**src/rtl/input_conditioner_if.sv**
```systemverilog
// Cabinet button bus: raw active-low pins in, formatted port bytes and status out.
interface input_conditioner_if;
  logic [5:0] btn_raw;
  logic [7:0] buttons_a;
  logic [7:0] buttons_b;
  logic [7:0] coin_count;
  logic       ms_tick;

  // Conditioner side: consumes raw pins, produces the port bytes.
  modport master (
    input  btn_raw,
    output buttons_a,
    output buttons_b,
    output coin_count,
    output ms_tick
  );

  // Consumer side: drives the pins, reads the port bytes.
  modport slave (
    output btn_raw,
    input  buttons_a,
    input  buttons_b,
    input  coin_count,
    input  ms_tick
  );
endinterface

```
**src/rtl/input_conditioner.sv**
```systemverilog
// Cabinet input conditioner: synchronise, debounce, block opposing joystick
// directions, shape coin presses into fixed pulses, and format IN0/IN1 bytes.
module input_conditioner #(
  parameter int CLK_HZ        = 33330000,
  parameter int DEBOUNCE_MS   = 10,
  parameter int COIN_PULSE_MS = 100
) (
  input  logic                  clk_pixel,
  input  logic                  reset_n,
  input_conditioner_if.master   bus
);

  localparam int TICK_N = CLK_HZ / 1000;
  localparam int TICK_W = (TICK_N > 1) ? $clog2(TICK_N) : 1;
  localparam logic [TICK_W-1:0] TICK_LAST = TICK_W'(TICK_N - 1);
  localparam logic [7:0] DEB_LAST  = 8'(DEBOUNCE_MS - 1);
  localparam logic [7:0] PULSE_LEN = 8'(COIN_PULSE_MS);

  typedef enum logic [1:0] {IDLE, PULSE, WAIT_REL} coin_state_t;

  // Saturating coin counter increment; sticks at 255.
  function automatic logic [7:0] sat_inc(input logic [7:0] v);
    return (v == 8'hFF) ? v : v + 8'd1;
  endfunction

  logic [5:0]        sync_p0;
  logic [5:0]        sync_p1;
  logic [5:0]        sync_pressed;
  logic [TICK_W-1:0] tick_cnt;
  logic              ms_tick_q;
  logic [5:0]        deb;
  logic [7:0]        deb_cnt [6];
  logic              up_eff, down_eff, left_eff, right_eff;
  coin_state_t       state, state_nxt;
  logic [7:0]        pcnt, pcnt_nxt;
  logic [7:0]        coin_cnt, coin_cnt_nxt;
  logic              coin_pulse;
  logic [7:0]        buttons_a_p2;
  logic [7:0]        buttons_b_p2;

  // Stage p0/p1: two-flop synchroniser on the raw active-low pins.
  always_ff @(posedge clk_pixel or negedge reset_n) begin
    if (!reset_n) begin
      sync_p0 <= '1;
      sync_p1 <= '1;
    end else begin
      sync_p0 <= bus.btn_raw;
      sync_p1 <= sync_p0;
    end
  end

  assign sync_pressed = ~sync_p1;

  // Free-running 1 ms divider; strobe marks the cycle the counter wraps to 0.
  always_ff @(posedge clk_pixel or negedge reset_n) begin
    if (!reset_n) begin
      tick_cnt  <= '0;
      ms_tick_q <= 1'b0;
    end else if (tick_cnt == TICK_LAST) begin
      tick_cnt  <= '0;
      ms_tick_q <= 1'b1;
    end else begin
      tick_cnt  <= tick_cnt + 1'b1;
      ms_tick_q <= 1'b0;
    end
  end

  // Per-bit debounce: a differing level must persist for DEBOUNCE_MS ticks.
  always_ff @(posedge clk_pixel or negedge reset_n) begin
    if (!reset_n) begin
      deb <= '0;
      for (int i = 0; i < 6; i++) deb_cnt[i] <= '0;
    end else begin
      for (int i = 0; i < 6; i++) begin
        if (sync_pressed[i] == deb[i]) begin
          deb_cnt[i] <= '0;
        end else if (ms_tick_q) begin
          if (deb_cnt[i] == DEB_LAST) begin
            deb[i]     <= sync_pressed[i];
            deb_cnt[i] <= '0;
          end else begin
            deb_cnt[i] <= deb_cnt[i] + 8'd1;
          end
        end
      end
    end
  end

  // Opposing joystick directions cancel each other out.
  assign up_eff    = deb[0] & ~deb[1];
  assign down_eff  = deb[1] & ~deb[0];
  assign left_eff  = deb[2] & ~deb[3];
  assign right_eff = deb[3] & ~deb[2];

  // Coin FSM state, pulse length counter and coin counter registers.
  always_ff @(posedge clk_pixel or negedge reset_n) begin
    if (!reset_n) begin
      state    <= IDLE;
      pcnt     <= '0;
      coin_cnt <= '0;
    end else begin
      state    <= state_nxt;
      pcnt     <= pcnt_nxt;
      coin_cnt <= coin_cnt_nxt;
    end
  end

  // Coin FSM next state: one fixed-length pulse per debounced press.
  always_comb begin
    state_nxt    = state;
    pcnt_nxt     = pcnt;
    coin_cnt_nxt = coin_cnt;
    coin_pulse   = 1'b0;
    case (state)
      IDLE: begin
        if (deb[4]) begin
          state_nxt    = PULSE;
          pcnt_nxt     = PULSE_LEN;
          coin_cnt_nxt = sat_inc(coin_cnt);
        end
      end
      PULSE: begin
        coin_pulse = 1'b1;
        if (ms_tick_q) begin
          pcnt_nxt = pcnt - 8'd1;
          if (pcnt <= 8'd1) begin
            state_nxt = WAIT_REL;
            pcnt_nxt  = '0;
          end
        end
      end
      WAIT_REL: begin
        if (!deb[4]) state_nxt = IDLE;
      end
      default: state_nxt = IDLE;
    endcase
  end

  // Stage p2: registered active-low port bytes.
  always_ff @(posedge clk_pixel or negedge reset_n) begin
    if (!reset_n) begin
      buttons_a_p2 <= 8'hFF;
      buttons_b_p2 <= 8'hFF;
    end else begin
      buttons_a_p2 <= {2'b11, ~coin_pulse, 1'b1, ~down_eff, ~right_eff, ~left_eff, ~up_eff};
      buttons_b_p2 <= {2'b11, ~deb[5], 5'b11111};
    end
  end

  assign bus.buttons_a  = buttons_a_p2;
  assign bus.buttons_b  = buttons_b_p2;
  assign bus.coin_count = coin_cnt;
  assign bus.ms_tick    = ms_tick_q;

endmodule

```
**src/flat_wrapper.sv**
```systemverilog
// flat-port wrapper written by rule: the top's interface ports become plain ports
module input_conditioner_flat 
#(
  parameter int CLK_HZ        = 33330000,
  parameter int DEBOUNCE_MS   = 10,
  parameter int COIN_PULSE_MS = 100
)
  (clk_pixel, reset_n, bus_btn_raw, bus_buttons_a, bus_buttons_b, bus_coin_count, bus_ms_tick);
  input_conditioner_if bus_i ();
  input  logic clk_pixel;
  input  logic reset_n;
  input wire logic [$bits(bus_i.btn_raw)-1:0] bus_btn_raw;
  output wire logic [$bits(bus_i.buttons_a)-1:0] bus_buttons_a;
  output wire logic [$bits(bus_i.buttons_b)-1:0] bus_buttons_b;
  output wire logic [$bits(bus_i.coin_count)-1:0] bus_coin_count;
  output wire logic [$bits(bus_i.ms_tick)-1:0] bus_ms_tick;
  assign bus_i.btn_raw = bus_btn_raw;
  assign bus_buttons_a = bus_i.buttons_a;
  assign bus_buttons_b = bus_i.buttons_b;
  assign bus_coin_count = bus_i.coin_count;
  assign bus_ms_tick = bus_i.ms_tick;
  input_conditioner #(.CLK_HZ(CLK_HZ), .DEBOUNCE_MS(DEBOUNCE_MS), .COIN_PULSE_MS(COIN_PULSE_MS)) u_core (.clk_pixel(clk_pixel), .reset_n(reset_n), .bus(bus_i));
endmodule
```
**config.mk**
```make
export PLATFORM = sky130hd
export DESIGN_NAME = input_conditioner_flat
export DESIGN_NICKNAME = d
export VERILOG_FILES = /design/src/rtl/input_conditioner_if.sv /design/src/rtl/input_conditioner.sv /design/src/flat_wrapper.sv
export SDC_FILE = /design/constraint.sdc
export NUM_CORES = 1
export LEC_CHECK = 0
export CAP_MARGIN = 20
export CORE_MARGIN = 2
export CORE_UTILIZATION = 39
export CTS_CLUSTER_SIZE = 14
export DETAILED_ROUTE_END_ITERATION = 6
export DONT_BUFFER_PORTS = 1
export HOLD_SLACK_MARGIN = 0.06
export SETUP_SLACK_MARGIN = 0.2
export SLEW_MARGIN = 20
export SYNTH_ARGS = -nofsm -noshare
export SYNTH_HDL_FRONTEND = slang
export SYNTH_SLANG_ARGS = --single-unit
```
**constraint.sdc**
```tcl
create_clock -name clk_pixel -period 5.4 [get_ports clk_pixel]
set_clock_uncertainty 0.05 [all_clocks]
set_input_delay 0.54 -clock clk_pixel [delete_from_list [all_inputs] [get_ports clk_pixel]]
set_output_delay 0.54 -clock clk_pixel [all_outputs]
set_load 0.005 [all_outputs]
```
After elaboration in Yosys (flattened, before gate mapping)
Cells that the tools add are included.
Widths: inputs -> output; s select.
- div/mod/pow operators: 0
- reductions and logical operators: 17
- shift-type cells: 0
- $mul: 0
- $lt $le $gt $ge: 1
- eq/ne operators: 20
- add/subtract/negate cells: 9
- bitwise operators: 22
- muxes and demuxes: 30
- operators with widths (cell ; number):
    $mux 8 ; 21
    $add 8x1->8 const B ; 7
    $eq 8x4->1 const B ; 6
    $reduce_and 3->1 ; 8
    $not 1->1 ; 17
    $add 16x1->16 const B ; 1
    $eq 16x16->1 const B ; 1
    $mux 16 ; 1
    $pmux 8 s2 ; 1
    $reduce_bool 2->1 ; 7
    $eq 8x8->1 const B ; 1
    $le 8x1->1 const B ; 1
    $mux 2 ; 4
    $sub 8x1->8 const B ; 1
    $eq 1x1->1 ; 6
    $ne 2x1->1 const B ; 3
    $not 6->6 ; 1
    $pmux 2 s3 ; 1
    $and 1x1->1 ; 4
    $reduce_and 4->1 ; 1
    $eq 2x1->1 const B ; 1
    $eq 2x2->1 const B ; 1
    $logic_not 2->1 ; 1
    $mux 1 ; 2
    $ne 2x2->1 const B ; 1
- flip-flop bits (word level): 107
- word-level logic and storage cells: 120
- output and inout port bits: 25
- ROM bits: 0
- memories kept: 0
- bits in writable memories: 0
- latch bits: 0

Depth between registers and ports, before layout
Gate-level depths: netlist (run 1).
- depth after elaboration: 4
- mapped depth: 6
- gate-level depth less buffers: 6

Worst setup path after synthesis (run 1)
Ideal clock, no wire load.
- kind: flip-flop to flip-flop
- start: register u_core.coin_cnt[0] (netlist: u_core.bus.coin_count[0])
- end: register u_core.coin_cnt[1] (netlist: u_core.bus.coin_count[1])
- period minus slack after synthesis: 1747 ps
- stages on the path, launching flop included: 5
- required time: 5225 ps
- setup slack: 3653 ps
- data arrival time: 1572 ps
- cells stage by stage: dfrtp_1 > ha_1 > and3_1 > a211oi_2 > mux2_2
- longest elaborated chain between the ends: 3
- elaborated cells between the ends (all ways): 4
- ends and longest elaborated chain (element ; line ; RTL):
    from (decl) ; input_conditioner.sv:36 ; logic [7:0] coin_cnt, coin_cnt_nxt;
    from (signal assigned) ; input_conditioner.sv:104 ; coin_cnt <= coin_cnt_nxt;
    branches (longest 3 deep; another with $add 8x1->8) ; n/a ;
Several ways; the timed one is not identified.
A chain may end at the register's enable or synchronous reset.

Final worst setup path (run 1)
- start: register u_core.pcnt[0]
- end: register u_core.pcnt[4]
- longest elaborated chain between the ends: 4
- elaborated cells between the ends (all ways): 5
- ends and longest elaborated chain (element ; line ; RTL):
    from (decl) ; input_conditioner.sv:35 ; logic [7:0] pcnt, pcnt_nxt;
    from (signal assigned) ; input_conditioner.sv:103 ; pcnt <= pcnt_nxt;
    $sub 8x1->8 or $le 8x1->1 (tied branches) ; input_conditioner.sv:125, input_conditioner.sv:126 ;
    $mux 8 * ; input_conditioner.sv:126 ; if (pcnt <= 8'd1) begin
    $mux 8 * ; input_conditioner.sv:124 ; if (ms_tick_q) begin
    $pmux 8 s2 * ; input_conditioner.sv:114 ; case (state)
Every way passes the cells marked *; elsewhere a longest branch is shown, timed or not. The select of a mux whose other input is x is not followed.

==> results.sh, run 1 <==
export IMPL_initial_core_util=0.398
export IMPL_synth_cell_types=59
export IMPL_dieHeight_um=120
export IMPL_relSlewSlack=0.620
export IMPL_p_int_mw=1.21
export IMPL_synth_top_family_by_area="simple AND/OR/NAND/NOR gates"
export IMPL_startpoint_type="flop"
export IMPL_ios=33
export IMPL_yosys_area_share_simple=0.203
export IMPL_pre_cts_ws_ns=3.36
export IMPL_place_gp_congestion=0.833
export IMPL_area_delta_synth_final_pct=9.26
export IMPL_die_x_um=120
export IMPL_synth_avg_cell_area_sq_um=10.1
export IMPL_synth_area_sq_um=5270
export IMPL_r2r_start="u_core.pcnt[0]"
export IMPL_layout_nets=548
export IMPL_p_switching_mw=0.312
export IMPL_synth_compound_area_share=0.138
export IMPL_total_power_mw=1.53
export IMPL_synth_top_area_frac=0.423
export IMPL_ant_nets=0
export IMPL_finalMaxSlewViolations=0
export IMPL_synth_mux_area_frac=0.00427
export IMPL_slowest_delay_ns=0.45
export IMPL_portBuffers=0
export IMPL_cts_root_buf="clkbuf_16"
export IMPL_swShare=0.204
export IMPL_dp_cells=687
export IMPL_setup_viol=0
export IMPL_yosysSeqAreaShare=0.512
export IMPL_synth_seq_cells=107
export IMPL_worst_path_max_fanout=7
export IMPL_p_per_area_nw_per_um2=265
export IMPL_first_pass_iters=4
export IMPL_drt_wirelength_per_cell_um=13.3
export IMPL_maxCapViolCount=0
export IMPL_drive_gt1_frac=0.100
export IMPL_synth_largest_area_cell="dfrtp_1"
export IMPL_crit_chain="inv_1 -> ha_1 -> or2_2 -> a31oi_1 -> nand2_1 -> o22ai_1"
export IMPL_grt_pass1_wl_um=16900
export IMPL_comb_power_share=0.022
export IMPL_period_share=0.385
export IMPL_grt_max_degree=108
export IMPL_routed_wl_um=9370
export IMPL_status="completed"
export IMPL_antenna_cells=0
export IMPL_finalHoldViolations=0
export IMPL_rows=42
export IMPL_most_common_layout_cells="dfrtp_1 (89), nand2_1 (55), nor2_1 (35)"
export IMPL_core_sq_um=13200
export IMPL_seq_power_share=0.532
export IMPL_path_clk_slew_ns=0.06
export IMPL_dieArea_sq_um=14500
export IMPL_syn_inst=521
export IMPL_clock_fmax_ghz=0.481
export IMPL_finalNonFillerCells=704
export IMPL_track_usage=0.144
export IMPL_yosysWarnings=0
export IMPL_cp_slowest_cell="dfrtp_1"
export IMPL_setup_tns_ns=0
export IMPL_gr_total_overflow=0
export IMPL_worst_slew_pin_transition_ns=0.563
export IMPL_yosys_top_cells_area="dfrtp_1 (42%), dfstp_2 (9.0%), ha_1 (4.0%), nand2_1 (3.9%), xor2_1 (3.0%)"
export IMPL_cp_data_arrival_time_ns=2.30
export IMPL_reg2reg_depth=6
export IMPL_drc=0
export IMPL_synth_xor_area_frac=0.0613
export IMPL_synth_edf_count=0
export IMPL_synth_async_reset_ratio=1.00
export IMPL_htreeDepth=3
export IMPL_mostFrequentLayoutCell="dfrtp_1"
export IMPL_numCtsBuffers=9
export IMPL_endpoint_kind="flop"
export IMPL_r2r_end="u_core.pcnt[4]"
export IMPL_period_minus_slack_ns=2.08
export IMPL_synth_fa_ha_area_frac=0.0404
export IMPL_vias_per_cell=5.37
export IMPL_grt_pass1_vias=3676
export IMPL_clockBufferDepth=2
export IMPL_setup_ws_ns=3.32
export IMPL_r2r_setup_slack_ns=3.32
export IMPL_min_path_type="in -> async"
export IMPL_critPathRequiredTime_ns=5.62
export IMPL_pwr_share_clk=0.446
export IMPL_drtIter0Drc=173
export IMPL_vias=3780
export IMPL_clock_latency_ns=0.35
export IMPL_peakVddDrop_mv=0.151
export IMPL_yosys_most_used_dff="dfrtp_1"
export IMPL_p_leak_nw=2.49
export IMPL_crit_type="reg -> reg"
export IMPL_dpl_hpwl_um=6270
export IMPL_cts_tree="done"
export IMPL_antenna_found_initial=0
export IMPL_rsz0062_at_grt="no"
export IMPL_clkSinkCount=107
[cells by family (layout without fill, tap and decap cells)]
| family | after synthesis | count (layout) |
|---|---|---|
| simple gates | 204 | 204 |
| compound gates | 109 | 109 |
| flops | 107 | 107 |
| buf+inv | 45 | 43 |
| xor+xnor | 36 | 36 |
| fa+ha+maj | 17 | 17 |
| mux | 2 | 2 |
| other cells | 1 | 10 |
[flip-flops by register name, indices dropped and copies added (netlist names)]
name / cells
u_core.bus.buttons_a: 5
u_core.sync_p0: 6
u_core.deb_cnt: 48
u_core.bus.ms_tick: 1
u_core.pcnt: 8
u_core.state: 2
u_core.deb: 6
u_core.bus.coin_count: 8
u_core.tick_cnt: 16
u_core.bus.buttons_b: 1
u_core.sync_p1: 6
[routing by layer]
| metal | vias to the layer above | GRT usage | share of wire |
|---|---|---|---|
| met1 | 1846 | 0.185 | 0.48 |
| met5 | - | 0 | 0 |
| met2 | 60 | 0.227 | 0.46 |
| li1 | 1861 | - | - |
| met4 | 0 | 0.0669 | 0.022 |
| met3 | 13 | 0.0401 | 0.039 |
[per-stage QoR]
step                      area [sq um]   util  hold WS, ns
final                             5760  0.435       0.0815
after global routing              5760  0.435        0.106
after CTS                         5760  0.435       0.0931
after detailed placement          5410  0.409        0.201
after global placement            5410  0.409        0.201
after floorplan                   5300      -        0.194
[Yosys cell counts (all sizes together) (4+ instances only)]
cell type,n
dfrtp,89
nand2,55
nor2,35
o21ai,31
nand3,30
inv,25
a21oi,18
dfstp,18
xnor2,18
xor2,18
ha,17
nand4,17
and3,13
buf,13
a31oi,10
nor3,10
or3,9
clkbuf,7
nand2b,7
o22ai,7
a211oi,6
o31ai,6
o211ai,5
a21o,4
or2,4
[layout make-up]
type / count / area [sq um]
fill: 1275 / 7490
multi-input combinational: 378 / 2390
timing repair buffer: 2 / 35.0
clock buffer: 13 / 270
sequential: 107 / 2700
tap: 176 / 220
clock inverter: 3 / 46.3
inverter: 25 / 93.8
[critical path: cells and delay by family, from the launching register on]
family                   cells  cell delay [ns]
flip-flops                   1             0.45
adder cells (fa/ha/maj)      1             0.26
buffers and inverters        1             0.09
AND/OR/NAND/NOR              2             0.51
AO/OA/AOI/OAI                2             0.63
[worst max-delay path by stage]
stage | start | end | slack, ns | cells after the start
2_1_floorplan | u_core.bus.coin_count[0] | u_core.bus.coin_count[1] | 3.65 | 4
3_5_place_dp | u_core.bus.ms_tick | u_core.deb_cnt[31] | 3.36 | 5
6_report | u_core.pcnt[0] | u_core.pcnt[4] | 3.32 | 6
3_3_place_gp | u_core.bus.ms_tick | u_core.deb_cnt[31] | 3.39 | 5
5_1_grt | u_core.bus.ms_tick | u_core.deb_cnt[39] | 3.17 | 5
4_1_cts | u_core.bus.ms_tick | u_core.deb_cnt[31] | 3.35 | 5
[power by group through the flow]
stage / combinational, mW / clock (mW) / sequential, mW
floorplan: 0.0193 / 0 / 0.827
global placement: 0.0171 / 0 / 0.827
detailed placement: 0.0170 / 0 / 0.827
CTS: 0.0352 / 0.713 / 0.812
global route: 0.0400 / 0.733 / 0.812
finish: 0.0337 / 0.681 / 0.812
[repair_timing]
action	in CTS	in global routing
hold buffers	1	0
gates resized for setup	0	0
buffers inserted	0	0
endpoints found under the hold margin	107	0
(Power assumes the default switching activity.)
==> inputs of run 2 (changes only) <==
==> constraint.sdc (replaced) <==
create_clock -name clk_pixel -period 2.1 [get_ports clk_pixel]
set_clock_uncertainty 0.05 [all_clocks]
set_input_delay 0.21 -clock clk_pixel [delete_from_list [all_inputs] [get_ports clk_pixel]]
set_output_delay 0.21 -clock clk_pixel [all_outputs]
set_load 0.005 [all_outputs]
==> results.sh, run 2 (synthesized netlist as in run 1, its figures left out) <==
export IMPL_cp_data_arrival_time_ns=1.99
export IMPL_drc=0
export IMPL_post_dp_cell_area_sq_um=5450
export IMPL_largest_reg_flops=48
export IMPL_first_pass_iters=4
export IMPL_path_clk_slew_ns=0.07
export IMPL_maxCapViolCount=0
export IMPL_drtIter0Drc=354
export IMPL_grt_pass1_vias=3674
export IMPL_reg_top3="u_core.deb_cnt x48, u_core.tick_cnt x16"
export IMPL_min_path_type="in -> async"
export IMPL_postCtsHoldBufs=6
export IMPL_finalNonFillerCells=714
export IMPL_grt_max_degree=108
export IMPL_rsz0062_at_grt="yes"
export IMPL_fin_hold_ws_ns=-0.498
export IMPL_top_register="u_core.deb_cnt"
export IMPL_clockBufferDepth=2
export IMPL_fillers=1251
export IMPL_ios=33
export IMPL_post_cts_setup_buffers=0
export IMPL_finalHoldViolations=107
export IMPL_dieHeight_um=120
export IMPL_setup_viol=0
export IMPL_setup_tns_ns=0
export IMPL_drive_gt1_frac=0.113
export IMPL_startpoint_type="flop"
export IMPL_p_leak_nw=2.55
export IMPL_dieArea_sq_um=14500
export IMPL_initial_core_util=0.398
export IMPL_track_usage=0.145
export IMPL_critPathRequiredTime_ns=2.28
export IMPL_worst_path_max_fanout=6
export IMPL_status="finished, violations left"
export IMPL_layout_nets=558
export IMPL_portBuffers=0
export IMPL_dpl_hpwl_um=6370
export IMPL_peakVddDrop_mv=0.493
export IMPL_most_common_layout_cells="dfrtp_1 (88), nand2_1 (55), nor2_1 (35)"
export IMPL_finalMaxSlewViolations=0
export IMPL_p_per_area_nw_per_um2=706
export IMPL_clock_fmax_ghz=0.553
export IMPL_drt_wirelength_per_cell_um=13.7
export IMPL_grt_pass1_wl_um=17100
export IMPL_regArea_sq_um=2700
export IMPL_multiInputGateArea_sq_um=2440
export IMPL_period_minus_slack_ns=1.81
export IMPL_relSlewSlack=0.598
export IMPL_gr_total_overflow=0
export IMPL_core_sq_um=13200
export IMPL_finish_utilization=0.447
export IMPL_violations="hold timing"
export IMPL_crit_type="reg -> reg"
export IMPL_cts_tree="done"
export IMPL_antenna_cells=0
export IMPL_htreeDepth=3
export IMPL_die_x_um=120
export IMPL_numCtsBuffers=9
export IMPL_clkSinkCount=107
export IMPL_rows=42
export IMPL_ant_nets=0
export IMPL_vias=3838
export IMPL_cts_root_buf="clkbuf_16"
export IMPL_total_power_mw=4.17
export IMPL_endpoint_kind="flop"
export IMPL_area_delta_synth_final_pct=12.3
export IMPL_routed_wl_um=9750
export IMPL_mostFrequentLayoutCell="dfrtp_1"
export IMPL_worst_slew_pin_transition_ns=0.598
export IMPL_setup_ws_ns=0.293
export IMPL_dp_cells=692
export IMPL_period_share=0.861
export IMPL_clock_latency_ns=0.35
export IMPL_vias_per_cell=5.38
export IMPL_pre_cts_ws_ns=0.111
export IMPL_place_gp_congestion=0.827
export IMPL_antenna_found_initial=0
export IMPL_postLayoutCellArea_sq_um=5910
==> run 2: changes by cell type in the layout (fill, tap and decap cells not counted), sizes merged <==
| cell | previous run | this run |
|---|---|---|
| buf | 2 | 6 |
| clkbuf | 13 | 11 |
| bufinv | 1 | 4 |
| dlygate4sd3 | 0 | 6 |
| clkinvlp | 1 | 0 |
==> run 2: per-layer routing <==
| metal | track usage | vias to the layer above | part of all wire |
|---|---|---|---|
| met5 | 0 | - | 0 |
| met4 | 0.0523 | 0 | 0.013 |
| met3 | 0.0425 | 10 | 0.040 |
| met2 | 0.230 | 66 | 0.46 |
| met1 | 0.190 | 1886 | 0.48 |
| li1 | - | 1876 | - |
==> run 2: final cells by class <==
type,count,area share
Sequential cell,107,0.457
Multi-Input combinational cell,378,0.412
Clock buffer,11,0.0393
Tap cell,176,0.0372
Clock inverter,5,0.0212
Timing Repair Buffer,12,0.0178
Inverter,25,0.0159
==> run 2: path summary, 6_finish.rpt <==
check / start / end / slack, ns / cells after the start
worst max register to register: u_core.deb_cnt[9] / u_core.deb_cnt[14] / 0.29 / 6
worst min-delay path: reset_n / u_core.deb_cnt[43] / -0.50 / 0
min in group clk_pixel: u_core.sync_p0[5] / u_core.sync_p1[5] / 0.30 / 0
max in group asynchronous: reset_n / u_core.sync_p1[3] / 2.25 / 0
worst max-delay path: u_core.deb_cnt[9] / u_core.deb_cnt[14] / 0.29 / 6
worst min register to register: u_core.sync_p0[5] / u_core.sync_p1[5] / 0.30 / 0
==> run 2: report_power, final <==
part           internal (mW)  switching (mW)  total (mW)
clock network           1.29           0.744        2.03
registers               2.08         0.00729        2.09
logic                 0.0213          0.0352      0.0566
total                   3.39           0.786        4.17
==> run 2: worst max-delay path, stage by stage, from the launching register on <==
cell	delay, ns
dfrtp_1	0.42
inv_1	0.07
ha_1	0.12
or4b_4	0.50
o21a_2	0.28
a31oi_1	0.16
o21ai_0	0.09
==> run 2: repair_timing <==
item                                    CTS  global route
endpoints found under the setup margin    3            13
pin swaps                                 0             1
resized for setup                         1             7
endpoints found under the hold margin   113           107
==> inputs of run 3 (changes only) <==
--- a/config.mk
+++ b/config.mk
@@ -7,11 +7,12 @@
 export LEC_CHECK = 0
 export CAP_MARGIN = 20
 export CORE_MARGIN = 2
-export CORE_UTILIZATION = 39
+export CORE_UTILIZATION = 63
 export CTS_CLUSTER_SIZE = 14
 export DETAILED_ROUTE_END_ITERATION = 6
 export DONT_BUFFER_PORTS = 1
 export HOLD_SLACK_MARGIN = 0.06
+export PLACE_DENSITY = 0.79
 export SETUP_SLACK_MARGIN = 0.2
 export SLEW_MARGIN = 20
 export SYNTH_ARGS = -nofsm -noshare
==> results.sh, run 3 (synthesized netlist as in run 1, its figures left out) <==
export IMPL_status="finished, violations left"
export IMPL_violations="hold timing"
export IMPL_largest_reg_flops=48
export IMPL_portBuffers=0
export IMPL_peakVddDrop_mv=0.470
export IMPL_drc=0
export IMPL_rows=33
export IMPL_r2r_end="u_core.deb_cnt[43]"
export IMPL_dpl_hpwl_um=6400
export IMPL_slowest_delay_ns=0.57
export IMPL_worst_path_buf_inv=0
export IMPL_cts_root_buf="clkbuf_8"
export IMPL_ant_nets=0
export IMPL_p_per_area_nw_per_um2=584
export IMPL_crit_type="reg -> reg"
export IMPL_clock_latency_ns=0.38
export IMPL_place_gp_congestion=0.817
export IMPL_numCtsBuffers=9
export IMPL_r2r_start="u_core.deb_cnt[44]"
export IMPL_relSlewSlack=0.575
export IMPL_core_sq_um=8180
export IMPL_critPathRequiredTime_ns=2.32
export IMPL_reg_top3="u_core.deb_cnt x48, u_core.tick_cnt x16"
export IMPL_clock_fmax_ghz=0.544
export IMPL_min_path_type="in -> async"
export IMPL_antenna_cells=0
export IMPL_crit_chain="nor3_1 -> a21oi_1 -> a21o_1 -> a22o_1"
export IMPL_period_minus_slack_ns=1.84
export IMPL_reg2reg_depth=4
export IMPL_worstSetupPathDepth=4
export IMPL_cp_top_family="compound AO/OA/AOI/OAI gates"
export IMPL_track_usage=0.230
export IMPL_cp_data_arrival_time_ns=2.06
export IMPL_setup_viol=0
export IMPL_most_common_layout_cells="dfrtp_1 (87), nand2_1 (55), nor2_1 (35)"
export IMPL_startpoint_type="flop"
export IMPL_grt_pass1_vias=3708
export IMPL_grt_max_degree=108
export IMPL_fin_hold_ws_ns=-0.532
export IMPL_swShare=0.229
export IMPL_worst_slew_pin_transition_ns=0.633
export IMPL_initial_core_util=0.644
export IMPL_finalMaxSlewViolations=0
export IMPL_dp_cells=621
export IMPL_layout_nets=560
export IMPL_vias_per_cell=6.00
export IMPL_postCtsHoldBufs=6
export IMPL_vias=3870
export IMPL_rsz0062_at_grt="yes"
export IMPL_dieArea_sq_um=9110
export IMPL_comb_power_share=0.018
export IMPL_worst_path_max_fanout=6
export IMPL_drt_wirelength_per_cell_um=14.8
export IMPL_finalHoldViolations=107
export IMPL_routed_wl_um=9530
export IMPL_postLayoutCellArea_sq_um=5670
export IMPL_maxCapViolCount=0
export IMPL_finalNonFillerCells=645
export IMPL_gr_total_overflow=0
export IMPL_cts_tree="done"
export IMPL_r2r_setup_slack_ns=0.26
export IMPL_p_int_mw=2.55
export IMPL_clkSinkCount=107
export IMPL_cp_slowest_cell="nor3_1"
export IMPL_period_share=0.875
export IMPL_dieHeight_um=95.5
export IMPL_drtIter0Drc=199
export IMPL_area_delta_synth_final_pct=7.58
export IMPL_fillers=612
export IMPL_path_clk_slew_ns=0.10
export IMPL_endpoint_kind="flop"
export IMPL_antenna_found_initial=0
export IMPL_post_dp_cell_area_sq_um=5360
export IMPL_setup_tns_ns=0
export IMPL_p_switching_mw=0.760
export IMPL_top_register="u_core.deb_cnt"
export IMPL_clockBufferDepth=2
export IMPL_die_x_um=95.5
export IMPL_p_leak_nw=2.47
export IMPL_ios=33
export IMPL_grt_pass1_wl_um=16500
export IMPL_seq_power_share=0.631
export IMPL_pwr_share_clk=0.351
export IMPL_mostFrequentLayoutCell="dfrtp_1"
export IMPL_drive_gt1_frac=0.122
export IMPL_htreeDepth=3
export IMPL_first_pass_iters=4
## run 3: changes by cell type in the layout (fill, tap and decap cells not counted), moves of 2 or more
cell and delta:
buf_4 +2, bufinv_16 -4, clkbuf_16 -9, clkbuf_8 +9, inv_6 +4
## run 3: power groups by stage
stage / registers [mW] / logic, mW / clock network [mW]
final: 2.09 / 0.0580 / 1.16
after CTS: 2.09 / 0.0539 / 1.19
after global routing: 2.09 / 0.0645 / 1.28
after detailed placement: 2.13 / 0.0450 / 0
after global placement: 2.13 / 0.0438 / 0
after floorplan: 2.13 / 0.0496 / 0
## run 3: how the worst max path moves through the flow
stage,slack (ns),to,from
6_report,0.26,u_core.deb_cnt[43],u_core.deb_cnt[44]
5_1_grt,0.12,u_core.deb_cnt[43],u_core.deb_cnt[44]
4_1_cts,0.24,u_core.pcnt[0],u_core.pcnt[0]
3_5_place_dp,0.14,u_core.pcnt[0],u_core.pcnt[0]
3_3_place_gp,0.27,u_core.pcnt[4],u_core.pcnt[0]
2_1_floorplan,0.35,u_core.bus.coin_count[1],u_core.bus.coin_count[0]
## run 3: per-layer routing
| metal | part of all wire | vias up | GRT usage |
|---|---|---|---|
| met5 | 0 | - | 0 |
| met4 | 0.015 | 0 | 0.0821 |
| met3 | 0.039 | 13 | 0.0522 |
| met2 | 0.49 | 78 | 0.383 |
| met1 | 0.45 | 1899 | 0.299 |
| li1 | - | 1880 | - |
## run 3: metrics by stage
step           total power, mW  utilization  setup slack (ns)
2_1_floorplan             2.17            -             0.353
3_3_place_gp              2.17        0.656             0.267
3_5_place_dp              2.17        0.656             0.143
4_1_cts                   3.33        0.685             0.243
5_1_grt                   3.44        0.693             0.124
6_report                  3.31        0.693             0.263
## run 3: timing repair
| item | 4_1_cts | 5_1_grt |
|---|---|---|
| gates cloned | 0 | 0 |
| endpoints found under the setup margin | 3 | 19 |
| setup buffers | 0 | 2 |
| resized for setup | 1 | 10 |
| endpoints found under the hold margin | 113 | 107 |
| pin swaps | 0 | 1 |
## run 3: area by class of cell
class,instances,area (sq um),area share
Clock buffer,10,128,0.0225
Clock inverter,6,47.5,0.00839
Inverter,25,93.8,0.0166
Multi-Input combinational cell,378,2440,0.431
Sequential cell,107,2700,0.477
Tap cell,105,131,0.0232
Timing Repair Buffer,14,120,0.0212
## run 3: worst register-to-register path: cells and delay by family (launching register included)
family / cells / cell delay (ns)
compound gates: 3 / 0.67
simple gates: 1 / 0.57
flops: 1 / 0.45
